File: config.mk
export PLATFORM = sky130hd
export DESIGN_NAME = z80_mem_cycle
export DESIGN_NICKNAME = d
export VERILOG_FILES = /design/src/rtl/z80_mem_cycle.sv
export SDC_FILE = /design/constraint.sdc
export NUM_CORES = 1
export LEC_CHECK = 0
export ABC_AREA = 1
export BUFFER_PORTS_ARGS = -buffer_cell sky130_fd_sc_hd__buf_2
export CAP_MARGIN = 20
export CORE_ASPECT_RATIO = 0.6
export CORE_UTILIZATION = 45
export DETAILED_ROUTE_END_ITERATION = 10
export PLACE_DENSITY = 0.8
export SLEW_MARGIN = 20
export SYNTH_ARGS = -nofsm -noshare
export SYNTH_HDL_FRONTEND = slang
export SYNTH_SLANG_ARGS = --single-unit
File: constraint.sdc
create_clock -name clk -period 1.35 [get_ports clk]
set_input_delay 0.0675 -clock clk [delete_from_list [all_inputs] [get_ports clk]]
set_output_delay 0.0675 -clock clk [all_outputs]
set_load 0.01 [all_outputs]
File: src/rtl/z80_mem_cycle.sv
`default_nettype none
// +--------------------------------------------------------------------------+
// | z80_mem_cycle : Z80 opcode-fetch / memory bus cycle sequencer, one clk   |
// | per half T-state. Z80_MEM_CYCLE_WAIT_EN enables nwait wait states.       |
// | Rev 1.0                                                                  |
// +--------------------------------------------------------------------------+
module z80_mem_cycle #(
    parameter int WAIT_LIMIT = 8
) (
    input  logic        clk,
    input  logic        nreset,
    input  logic        start,
    input  logic        m1,
    input  logic        wr,
    input  logic [15:0] addr_in,
    input  logic [7:0]  wdata,
    input  logic [7:0]  ireg,
    input  logic [7:0]  d_in,
    input  logic        nwait,
    output logic [15:0] a,
    output logic [7:0]  d_out,
    output logic        d_oe,
    output logic        nmreq,
    output logic        nrd,
    output logic        nwr,
    output logic        nm1,
    output logic        nrfsh,
    output logic        busy,
    output logic        done,
    output logic [7:0]  rdata,
    output logic        werr
);

    typedef enum logic [3:0] {
        S_IDLE = 4'd0,
        S_T1H  = 4'd1,
        S_T1L  = 4'd2,
        S_T2H  = 4'd3,
        S_T2L  = 4'd4,
        S_TWH  = 4'd5,
        S_TWL  = 4'd6,
        S_T3H  = 4'd7,
        S_T3L  = 4'd8,
        S_T4H  = 4'd9,
        S_T4L  = 4'd10
    } state_t;

    state_t      state;
    logic [7:0]  wdata_q;
    logic        m1_q;
    logic        wr_q;
    logic [7:0]  r_reg;
    logic        take;
    logic        go_wait;
    logic        hit_limit;

    // A new cycle may start from IDLE or from the final (done) state of the previous one.
    assign take = start && ((state == S_IDLE) || (state == S_T4L) ||
                            ((state == S_T3L) && !m1_q));

`ifdef Z80_MEM_CYCLE_WAIT_EN
    localparam int CNT_W = $clog2(WAIT_LIMIT + 2);
    localparam logic [CNT_W-1:0] LIMIT = CNT_W'(WAIT_LIMIT);

    logic [CNT_W-1:0] wcnt;

    always_comb begin
        go_wait   = !nwait && (wcnt < LIMIT);
        hit_limit = !nwait && (wcnt >= LIMIT);
    end

    always_ff @(posedge clk) begin
        if (!nreset) begin
            wcnt <= '0;
        end else if (take) begin
            wcnt <= '0;
        end else if (((state == S_T2L) || (state == S_TWL)) && go_wait) begin
            wcnt <= wcnt + 1'b1;
        end
    end
`else
    localparam int unused_wait_limit = WAIT_LIMIT;
    logic unused_nwait;
    assign unused_nwait = nwait;
    assign go_wait      = 1'b0;
    assign hit_limit    = 1'b0;
`endif

    // Outputs are assigned on the edge that enters the state they belong to.
    always_ff @(posedge clk) begin
        if (!nreset) begin
            state   <= S_IDLE;
            wdata_q <= 8'h00;
            m1_q    <= 1'b0;
            wr_q    <= 1'b0;
            r_reg   <= 8'h00;
            a       <= 16'h0000;
            d_out   <= 8'h00;
            d_oe    <= 1'b0;
            nmreq   <= 1'b1;
            nrd     <= 1'b1;
            nwr     <= 1'b1;
            nm1     <= 1'b1;
            nrfsh   <= 1'b1;
            busy    <= 1'b0;
            done    <= 1'b0;
            rdata   <= 8'h00;
            werr    <= 1'b0;
        end else begin
            done <= 1'b0;
            case (state)
                S_IDLE: begin
                end
                S_T1H: begin
                    state <= S_T1L;
                    nmreq <= 1'b0;
                    if (m1_q || !wr_q) begin
                        nrd <= 1'b0;
                    end else begin
                        d_oe  <= 1'b1;
                        d_out <= wdata_q;
                    end
                end
                S_T1L: begin
                    state <= S_T2H;
                end
                S_T2H: begin
                    state <= S_T2L;
                    if (!m1_q && wr_q) begin
                        nwr <= 1'b0;
                    end
                end
                S_T2L, S_TWL: begin
                    if (go_wait) begin
                        state <= S_TWH;
                    end else begin
                        state <= S_T3H;
                        if (hit_limit) begin
                            werr <= 1'b1;
                        end
                        // Fetch: opcode sampled at the rising edge of T3, refresh begins.
                        if (m1_q) begin
                            rdata <= d_in;
                            nmreq <= 1'b1;
                            nrd   <= 1'b1;
                            nm1   <= 1'b1;
                            nrfsh <= 1'b0;
                            a     <= {ireg, r_reg};
                        end
                    end
                end
                S_TWH: begin
                    state <= S_TWL;
                end
                S_T3H: begin
                    state <= S_T3L;
                    if (m1_q) begin
                        nmreq <= 1'b0;
                    end else begin
                        if (!wr_q) begin
                            rdata <= d_in;
                        end
                        nmreq <= 1'b1;
                        nrd   <= 1'b1;
                        nwr   <= 1'b1;
                        d_oe  <= 1'b0;
                        done  <= 1'b1;
                    end
                end
                S_T3L: begin
                    if (m1_q) begin
                        state <= S_T4H;
                    end else begin
                        state <= S_IDLE;
                        busy  <= 1'b0;
                    end
                end
                S_T4H: begin
                    state <= S_T4L;
                    nmreq <= 1'b1;
                    done  <= 1'b1;
                end
                S_T4L: begin
                    state <= S_IDLE;
                    busy  <= 1'b0;
                    nrfsh <= 1'b1;
                    r_reg <= {r_reg[7], r_reg[6:0] + 7'd1};
                end
                default: begin
                    state <= S_IDLE;
                end
            endcase

            if (take) begin
                state   <= S_T1H;
                wdata_q <= wdata;
                m1_q    <= m1;
                wr_q    <= wr;
                a       <= addr_in;
                nm1     <= ~m1;
                busy    <= 1'b1;
                werr    <= 1'b0;
            end
        end
    end

endmodule
`default_nettype wire

==> impl_metrics.json, run 1 <==
{
  "viasPerCell": 5.26,
  "grt-ovfl-total": 0,
  "drc": 0,
  "grt_usage_pct": 24.9,
  "crit_slowest_cell": "dfxtp_4",
  "io_pins": 87,
  "synth.most_common_cell": "nand2_1",
  "multi_input_area_um2": 1440,
  "period_minus_slack_ns": 1.45,
  "grt.met1_usage_pct": 32.3,
  "crit_chain": "inv_1 -> nor2_4 -> nor2_2 -> nand2_2 -> buf_4 -> nor3_1 -> nor2_1",
  "avgSynthCellArea_um2": 7.21,
  "status": "finished with violations",
  "worstHoldPathType": "primary input to flip-flop",
  "path_class": "flip-flop to flip-flop",
  "cts_max_path_buffers": 2,
  "netlist_top_cells_count": "nand2_1 (78), dfxtp_1 (61), nand3_1 (43), nor2_1 (40), inv_1 (34)",
  "cts_tree": "built",
  "synthTopCellsByArea": "dfxtp_1 (45%), nand2_1 (11%), nand3_1 (7.9%)",
  "synth-main-ff-cell": "dfxtp_1",
  "crit_path_start_kind": "flip-flop",
  "antenna_cells": 0,
  "cp_max_fo": 8,
  "clk_pin_slew_ns": 0.07,
  "die_area_um2": 6350,
  "reg2reg_to": "rdata[3]",
  "use_met2_pct": 39.2,
  "maxCapViolCount": 0,
  "initial_core_util_pct": 47.6,
  "async_flop_share_pct": 0,
  "fp.dieH_um": 62.1,
  "setup_violations": 26,
  "ir_worst_vdd_v": 0.000575,
  "wl_um": 8790,
  "synth_top_area_cell": "dfxtp_1",
  "cpPeakStageDelay_ns": 0.38,
  "grt_pass1_wl_um": 12200,
  "place.gp.congestion": 0.873,
  "synth.distinct_cells": 30,
  "max_flop_register": "a",
  "endpoint_kind": "flip-flop",
  "antenna_left": 0,
  "clk_latency_ns": 0.34,
  "chipWidth_um": 102,
  "skew_ns": 0.0110,
  "largest_reg_flops": 16,
  "whs_path_depth": 3,
  "drt_iter0_drc": 270,
  "synth_warnings": 0,
  "drtPass1Iterations": 5,
  "rsz0062_at_grt": "yes",
  "port-buffer-count": 84,
  "worst_slack_ns": -0.101,
  "htreeDepth": 3,
  "leakage_nw": 1.94,
  "rows": 21,
  "fin_crit_sh_pct": 107,
  "regArea_um2": 1230,
  "required_ns": 1.58,
  "r2r_cells": 7,
  "grt_start_max_net_pins": 23,
  "tns_ns": -0.952,
  "vias": 3119,
  "antenna_found_initial": 0,
  "area_delta_synth_final_pct": 51.2,
  "final_core_util_pct": 71.9,
  "clock-sinks": 61,
  "max_freq_mhz": 689,
  "cts_buffers": 9,
  "slew_viol_final": 0,
  "fillers": 414,
  "wire_per_inst_um": 14.8,
  "ys_ff_latch": 61,
  "final_nets": 555,
  "cp.arrival_ns": 1.68,
  "synth_fp_nets": 423,
  "synth_edf_count": 0,
  "grt_use_met3_pct": 8.22,
  "reg2reg_slack_ns": -0.10,
  "root_buffer": "clkbuf_8",
  "holdPathEnd": "wdata_q[3]",
  "violations": "hold timing, setup timing",
  "place_hpwl_um": 4920,
  "grt_busiest_layer": "met2",
  "min_from": "wdata[3]",
  "core_um2": 5700,
  "holdWs_ns": -0.0120,
  "drive_gt1_share_pct": 39.8,
  "worstReg2RegStart": "state[0]",
  "synth_seq_area_share_pct": 45.0,
  "finalHoldViolCount": 2,
  "synth_area_um2": 2710,
  "syn-instance-count": 376,
  "powerDensity_nw_per_um2": 1120,
  "grt_pass1_vias": 2640,
  "synth_top_area_share_pct": 45.0
}
==> worst max-delay path by stage <==
stage / start / end / slack, ns / depth (start not counted)
2_1_floorplan: state[2] / wdata_q[1] / 0.004 / 7
3_3_place_gp: state[0] / wdata_q[6] / -0.02 / 7
3_5_place_dp: state[2] / rdata[1] / -0.09 / 7
4_1_cts: state[3] / nm1 / -0.01 / 9
5_1_grt: state[0] / rdata[0] / -0.17 / 7
6_report: state[0] / rdata[3] / -0.10 / 7
==> timing repair <==
action / 4_1_cts / 5_1_grt
setup buffers: 1 / 8
pin swaps: 1 / 5
resized for setup: 14 / 71
endpoints found under the setup margin: 36 / 49
cloned: 0 / 1
hold buffers: 13 / 2
hold endpoints to repair: 13 / 2
==> cells in the final DEF, fill, tap and decap left out, types with 6 or more instances in the layout <==
cell / count
a21oi_2: 7
dlygate4sd3_1: 15
clkbuf_8: 12
nand2_1: 69
o21ai_2: 14
inv_1: 33
buf_4: 32
nor2_1: 36
nor3_1: 9
nand3_1: 41
o21ai_0: 12
nor2_4: 6
nand2_2: 10
buf_2: 84
dfxtp_1: 57
a21oi_1: 26
==> critical path, delay by kind of cell (launching register included) <==
family	cells	cell delay (ns)
buffers and inverters	2	0.31
DFF	1	0.38
and+or+nand+nor	5	0.66
==> per-stage QoR <==
| stage | area, um^2 | hold slack, ns | total power [mW] | setup WS (ns) | instances |
|---|---|---|---|---|---|
| finish | 4100 | -0.0120 | 4.59 | -0.101 | 593 |
| detailed placement | 3390 | 0.305 | 2.74 | -0.0935 | 553 |
| floorplan | 2710 | 0.210 | 2.46 | 0.00382 | 376 |
| global placement | 3390 | 0.297 | 2.72 | -0.0182 | 553 |
| global route | 4100 | 0.00426 | 4.81 | -0.170 | 593 |
| CTS | 3780 | 0.00153 | 4.45 | -0.0111 | 583 |
==> kinds of logic after synthesis <==
kind of cell / after synthesis / share of synthesized area (%)
compound gates: 67 / 12.7
xor+xnor: 3 / 0.969
fa+ha+maj: 1 / 0.461
buf+inv: 58 / 9.78
flops: 61 / 45.0
other cells: 1 / 0.138
simple gates: 185 / 30.9
==> power by group <==
group	internal [mW]	switching, mW
clock	1.00	0.701
sequential	1.92	0.0792
combinational	0.390	0.500
total	3.31	1.28
==> routing by layer <==
metal	up-vias	share of wire, %	wire length [um]
met4	0	2.2	189
met5	-	0	0
met1	1449	43	3820
met2	164	46	4060
met3	30	8.2	720
li1	1476	-	-
==> layout make-up <==
type                            instances  area share, %
Clock buffer                           13           4.12
Inverter                               39           3.81
Clock inverter                          3           1.04
Timing Repair Buffer                  140           23.4
Multi-Input combinational cell        257           35.1
Tap cell                               80           2.44
Sequential cell                        61           30.1
(Power assumes the default switching activity.)
==> inputs of run 2 (changes only) <==
==> constraint.sdc (replaced) <==
create_clock -name clk -period 1.35 [get_ports clk]
set_input_delay 0.27 -clock clk [delete_from_list [all_inputs] [get_ports clk]]
set_output_delay 0.27 -clock clk [all_outputs]
set_load 0.01 [all_outputs]
==> run 2 against run 1 <==
Against the previous run:
- the flow finishes with violations (setup timing)
- clock skew decreased by 0.0032 ns
- cell count decreased by 2.5%
- clock power increased by 8%
- largest power group unchanged
==> impl_metrics.json, run 2 (synthesis gave the netlist of run 1 again) <==
{
  "tns_ns": -0.0560,
  "cts_buffers": 9,
  "place.gp.congestion": 0.824,
  "p_switching_mw": 1.35,
  "powerDensity_nw_per_um2": 1190,
  "max_flop_register": "a",
  "wl_um": 7830,
  "internal-power_mw": 3.37,
  "endpoint_kind": "flip-flop",
  "mostFrequentLayoutCells": "buf_2 (84), nand2_1 (70), dfxtp_1 (57)",
  "setup_violations": 4,
  "worstReg2RegStart": "state[0]",
  "antenna_left": 0,
  "io_pins": 87,
  "swShare_pct": 28.6,
  "clk_latency_ns": 0.34,
  "violations": "setup timing",
  "finalHoldViolCount": 0,
  "status": "finished with violations",
  "mostFrequentLayoutCell": "buf_2",
  "place_hpwl_um": 5060,
  "max_freq_mhz": 730,
  "placed_cells": 555,
  "rows": 21,
  "pwr-share-seq_pct": 42.4,
  "viasPerCell": 5.09,
  "fp.dieH_um": 62.1,
  "path_class": "flip-flop to flip-flop",
  "worstHoldPathType": "primary input to flip-flop",
  "vias": 2942,
  "crit_path_start": "state[0]",
  "wire_per_inst_um": 13.5,
  "holdWs_ns": 0.164,
  "drc": 0,
  "drt_iter0_drc": 228,
  "cts_tree": "built",
  "htreeDepth": 3,
  "chipWidth_um": 102,
  "p_comb_share_pct": 18.9,
  "grt_start_max_net_pins": 33,
  "grt-ovfl-total": 0,
  "maxCapViolCount": 0,
  "multi_input_area_um2": 1410,
  "port-buffer-count": 84,
  "area_delta_synth_final_pct": 46.9,
  "initial_core_util_pct": 47.6,
  "r2r_cells": 8,
  "core_um2": 5700,
  "slew_viol_final": 0,
  "clock-sinks": 61,
  "antenna_found_initial": 0,
  "rsz0062_at_grt": "yes",
  "drive_gt1_share_pct": 41.2,
  "fillers": 427,
  "fin_crit_sh_pct": 101,
  "crit_path_start_kind": "flip-flop",
  "grt_pass1_wl_um": 11300,
  "ir_worst_vdd_v": 0.000605,
  "reg2reg_slack_ns": -0.02,
  "leakage_nw": 1.90,
  "drtPass1Iterations": 5,
  "root_buffer": "clkbuf_8",
  "worst_slack_ns": -0.0191,
  "skew_ns": 0.00777,
  "period_minus_slack_ns": 1.37,
  "antenna_cells": 0,
  "grt_pass1_vias": 2519,
  "grt_usage_pct": 23.0,
  "required_ns": 1.63,
  "fin_cells": 578,
  "clk_pin_slew_ns": 0.07,
  "cp.arrival_ns": 1.65,
  "die_area_um2": 6350,
  "largest_reg_flops": 16,
  "endpoint": "a[13]",
  "p_clk_share_pct": 38.7,
  "regArea_um2": 1230,
  "cts_max_path_buffers": 2,
  "cp_max_fo": 9,
  "reg2reg_to": "a[13]",
  "final_nets": 540
}
## run 2: worst max-delay path: stages, from the launching register on
cell	delay, ns
dfxtp_4	0.38
nor2_2	0.17
nand2_1	0.11
nand3_4	0.12
nand2_8	0.10
clkbuf_16	0.18
nand2_1	0.07
nand2_1	0.07
a21oi_2	0.11
## run 2: how the worst min path moves through the flow
stage          startpoint          to  slack (ns)  cells after the start
3_5_place_dp     d_out[4]    d_out[4]        0.43                      2
3_3_place_gp     d_out[0]    d_out[0]        0.43                      2
4_1_cts           d_in[0]    rdata[0]        0.15                      3
6_report          d_in[4]    rdata[4]        0.16                      3
2_1_floorplan     d_in[0]    rdata[0]        0.41                      2
5_1_grt          wdata[6]  wdata_q[6]        0.16                      3
## run 2: timing repair
| action | 4_1_cts | 5_1_grt |
|---|---|---|
| endpoints found under the setup margin | 20 | 46 |
| buffers inserted | 0 | 2 |
| hold buffers | 0 | 0 |
| gates cloned | 0 | 5 |
| gates resized for setup | 7 | 82 |
| hold endpoints to repair | 0 | 0 |
| pin swaps | 0 | 5 |
## run 2: final cells by class
class / instances / share of cell area [%]
clock buffers: 9 / 3.11
clock inverters: 7 / 2.48
inverters: 39 / 4.12
multi-input cells: 257 / 35.3
flip-flops and latches: 61 / 31.0
well taps: 80 / 2.51
repair buffers: 125 / 21.5
## run 2: metal layers
layer | vias up | track usage (%) | wire length, um
met4 | 0 | 8.21 | 61
met3 | 7 | 7.09 | 708
met1 | 1354 | 31.7 | 3650
met5 | - | 0 | 0
li1 | 1447 | - | -
met2 | 134 | 33.6 | 3400
## run 2: power groups by stage
stage | registers, mW | logic, mW | clock network (mW)
final | 2.01 | 0.894 | 1.83
after global routing | 2.02 | 0.979 | 1.96
after CTS | 1.99 | 0.727 | 1.84
after detailed placement | 2.03 | 0.717 | 0
after global placement | 2.03 | 0.700 | 0
after floorplan | 2.07 | 0.390 | 0
## run 2: through the flow
| step | instance area, um^2 | total power [mW] | setup WS [ns] | util (%) |
|---|---|---|---|---|
| after floorplan | 2710 | 2.46 | 0.00382 | - |
| after global placement | 3410 | 2.73 | -0.0352 | 59.8 |
| after detailed placement | 3410 | 2.75 | -0.125 | 59.8 |
| after CTS | 3650 | 4.56 | 0.00370 | 64.1 |
| after global routing | 3980 | 4.96 | -0.118 | 69.8 |
| final | 3980 | 4.73 | -0.0191 | 69.8 |
==> inputs of run 3 (changes only) <==
GPL_TIMING_DRIVEN = 0   (was not set)
PLACE_DENSITY = 0.75   (was 0.8)
==> run 3 against run 2 <==
Against the previous run:
- the flow still finishes with violations (setup timing)
- clock power shrank 22%
- global-route usage rose by 2.4 points
- clock skew up 0.00057 ns
- core utilization is 4.4 points lower
- final area shrank 6.3%
- via count is 0.10% lower
- register-to-register slack worse by 0.04 ns
- sequential cell count stayed put
- first-iteration DRC count is 38% lower
- non-clock buffer count down 7
- critical path depth decreased by 1
- critical path type unchanged
- largest cell class unchanged
==> impl_metrics.json, run 3 (synthesis gave the netlist of run 1 again) <==
{
  "status": "finished with violations",
  "violations": "setup timing",
  "drive_gt1_share_pct": 35.8,
  "port-buffer-count": 82,
  "tns_ns": -0.195,
  "drtPass1Iterations": 5,
  "place.gp.congestion": 0.985,
  "leakage_nw": 1.79,
  "cp.buffers_inverters": 2,
  "root_buffer": "clkbuf_8",
  "grt-ovfl-total": 0,
  "chipWidth_um": 102,
  "internal-power_mw": 2.98,
  "skew_ns": 0.00834,
  "total_power_mw": 4.24,
  "setup_violations": 15,
  "core_um2": 5700,
  "io_pins": 87,
  "die_area_um2": 6350,
  "final_core_util_pct": 65.5,
  "maxSlewHeadroom_pct": 60.0,
  "drt_iter0_drc": 141,
  "cts_tree": "built",
  "drc": 0,
  "clock-sinks": 61,
  "vias": 2939,
  "slew_viol_final": 0,
  "mostFrequentLayoutCell": "buf_2",
  "wl_um": 7830,
  "htreeDepth": 3,
  "dpl_cell_area_um2": 3220,
  "cts_buffers": 9,
  "crit_chain": "nand2_2 -> clkinv_1 -> nand2_4 -> o21ai_4 -> buf_6 -> nor3_1 -> nor2_1",
  "max_flop_register": "a",
  "worst_slack_ns": -0.0577,
  "required_ns": 1.58,
  "cp_max_fo": 5,
  "wire_per_inst_um": 13.7,
  "p_comb_share_pct": 19.0,
  "area_delta_synth_final_pct": 37.7,
  "final_nets": 533,
  "period_minus_slack_ns": 1.41,
  "cts_max_path_buffers": 2,
  "largest_reg_flops": 16,
  "antenna_found_initial": 0,
  "grt_pass1_vias": 2653,
  "reg2reg_slack_ns": -0.06,
  "antenna_left": 0,
  "rsz0062_at_grt": "yes",
  "ir_worst_vdd_v": 0.000438,
  "mostFrequentLayoutCells": "buf_2 (84), nand2_1 (73), dfxtp_1 (54)",
  "fp.dieH_um": 62.1,
  "grt_usage_pct": 25.4,
  "max_freq_mhz": 710,
  "p_switching_mw": 1.26,
  "finalHoldViolCount": 0,
  "swShare_pct": 29.7,
  "maxCapViolCount": 0,
  "powerDensity_nw_per_um2": 1130,
  "p_clk_share_pct": 33.8,
  "final_area_um2": 3730,
  "endpoint_kind": "flip-flop",
  "rows": 21,
  "clk_pin_slew_ns": 0.07,
  "crit_slowest_cell": "dfxtp_4",
  "crit_path_start_kind": "flip-flop",
  "clk_latency_ns": 0.35,
  "cp.arrival_ns": 1.64,
  "path_class": "flip-flop to flip-flop",
  "worst_pin_slew_ns": 0.601,
  "cpPeakStageDelay_ns": 0.38,
  "fin_crit_sh_pct": 104,
  "initial_core_util_pct": 47.6,
  "antenna_cells": 0,
  "viasPerCell": 5.15,
  "grt_start_max_net_pins": 11,
  "pwr-share-seq_pct": 47.2,
  "place_hpwl_um": 4970,
  "worstHoldPathType": "primary input to flip-flop",
  "path_delay_family": "simple AND/OR/NAND/NOR gates",
  "grt_pass1_wl_um": 12200
}
run 3: area by class of cell:
type	count	area [um^2]
fill	498	1970
multi-input combinational	257	1370
sequential	61	1240
timing repair buffer	99	536
buffer	19	160
inverter	39	160
clock buffer	12	145
tap	80	100
clock inverter	4	23.8
run 3: path summary, 6_finish.rpt:
| check | from | end | cells after the start |
|---|---|---|---|
| min reg2reg | d_out[7] | d_out[7] | 2 |
| min | d_in[4] | rdata[4] | 3 |
| max | state[1] | rdata[7] | 7 |
| max reg2reg | state[1] | rdata[7] | 7 |
run 3: per-stage QoR:
stage	hold WS, ns	setup slack (ns)	std cells
CTS	0.144	-0.0162	567
finish	0.154	-0.0577	571
global route	0.155	-0.155	571
floorplan	0.412	0.00382	376
detailed placement	0.436	-0.241	538
global placement	0.431	-0.219	538
run 3: layer usage:
layer / share of wire, % / vias up / routed length [um] / track usage (%)
li1: - / 1446 / - / -
met1: 47 / 1340 / 3650 / 33.9
met2: 45 / 142 / 3490 / 36.3
met3: 7.5 / 11 / 587 / 8.90
met4: 1.4 / 0 / 106 / 12.3
met5: 0 / - / 0 / 0
run 3: worst min-delay path, stage by stage:
cell and delay [ns]:
buf_2 0.08, nor3_1 0.04, nor2_1 0.08
run 3: timing repair:
item                       in CTS  in global routing
pin swaps                       7                  7
setup buffers                  11                  4
gates cloned                    2                  0
resized for setup              47                 30
setup endpoints to repair      53                 51
hold buffers                    0                  0
run 3: power by group through the flow:
stage               registers [mW]  logic (mW)  clock network, mW
detailed placement            2.04       0.666                  0
global placement              2.03       0.654                  0
CTS                           2.00       0.743               1.44
global route                  2.01       0.889               1.54
finish                        2.00       0.806               1.43
floorplan                     2.07       0.390                  0
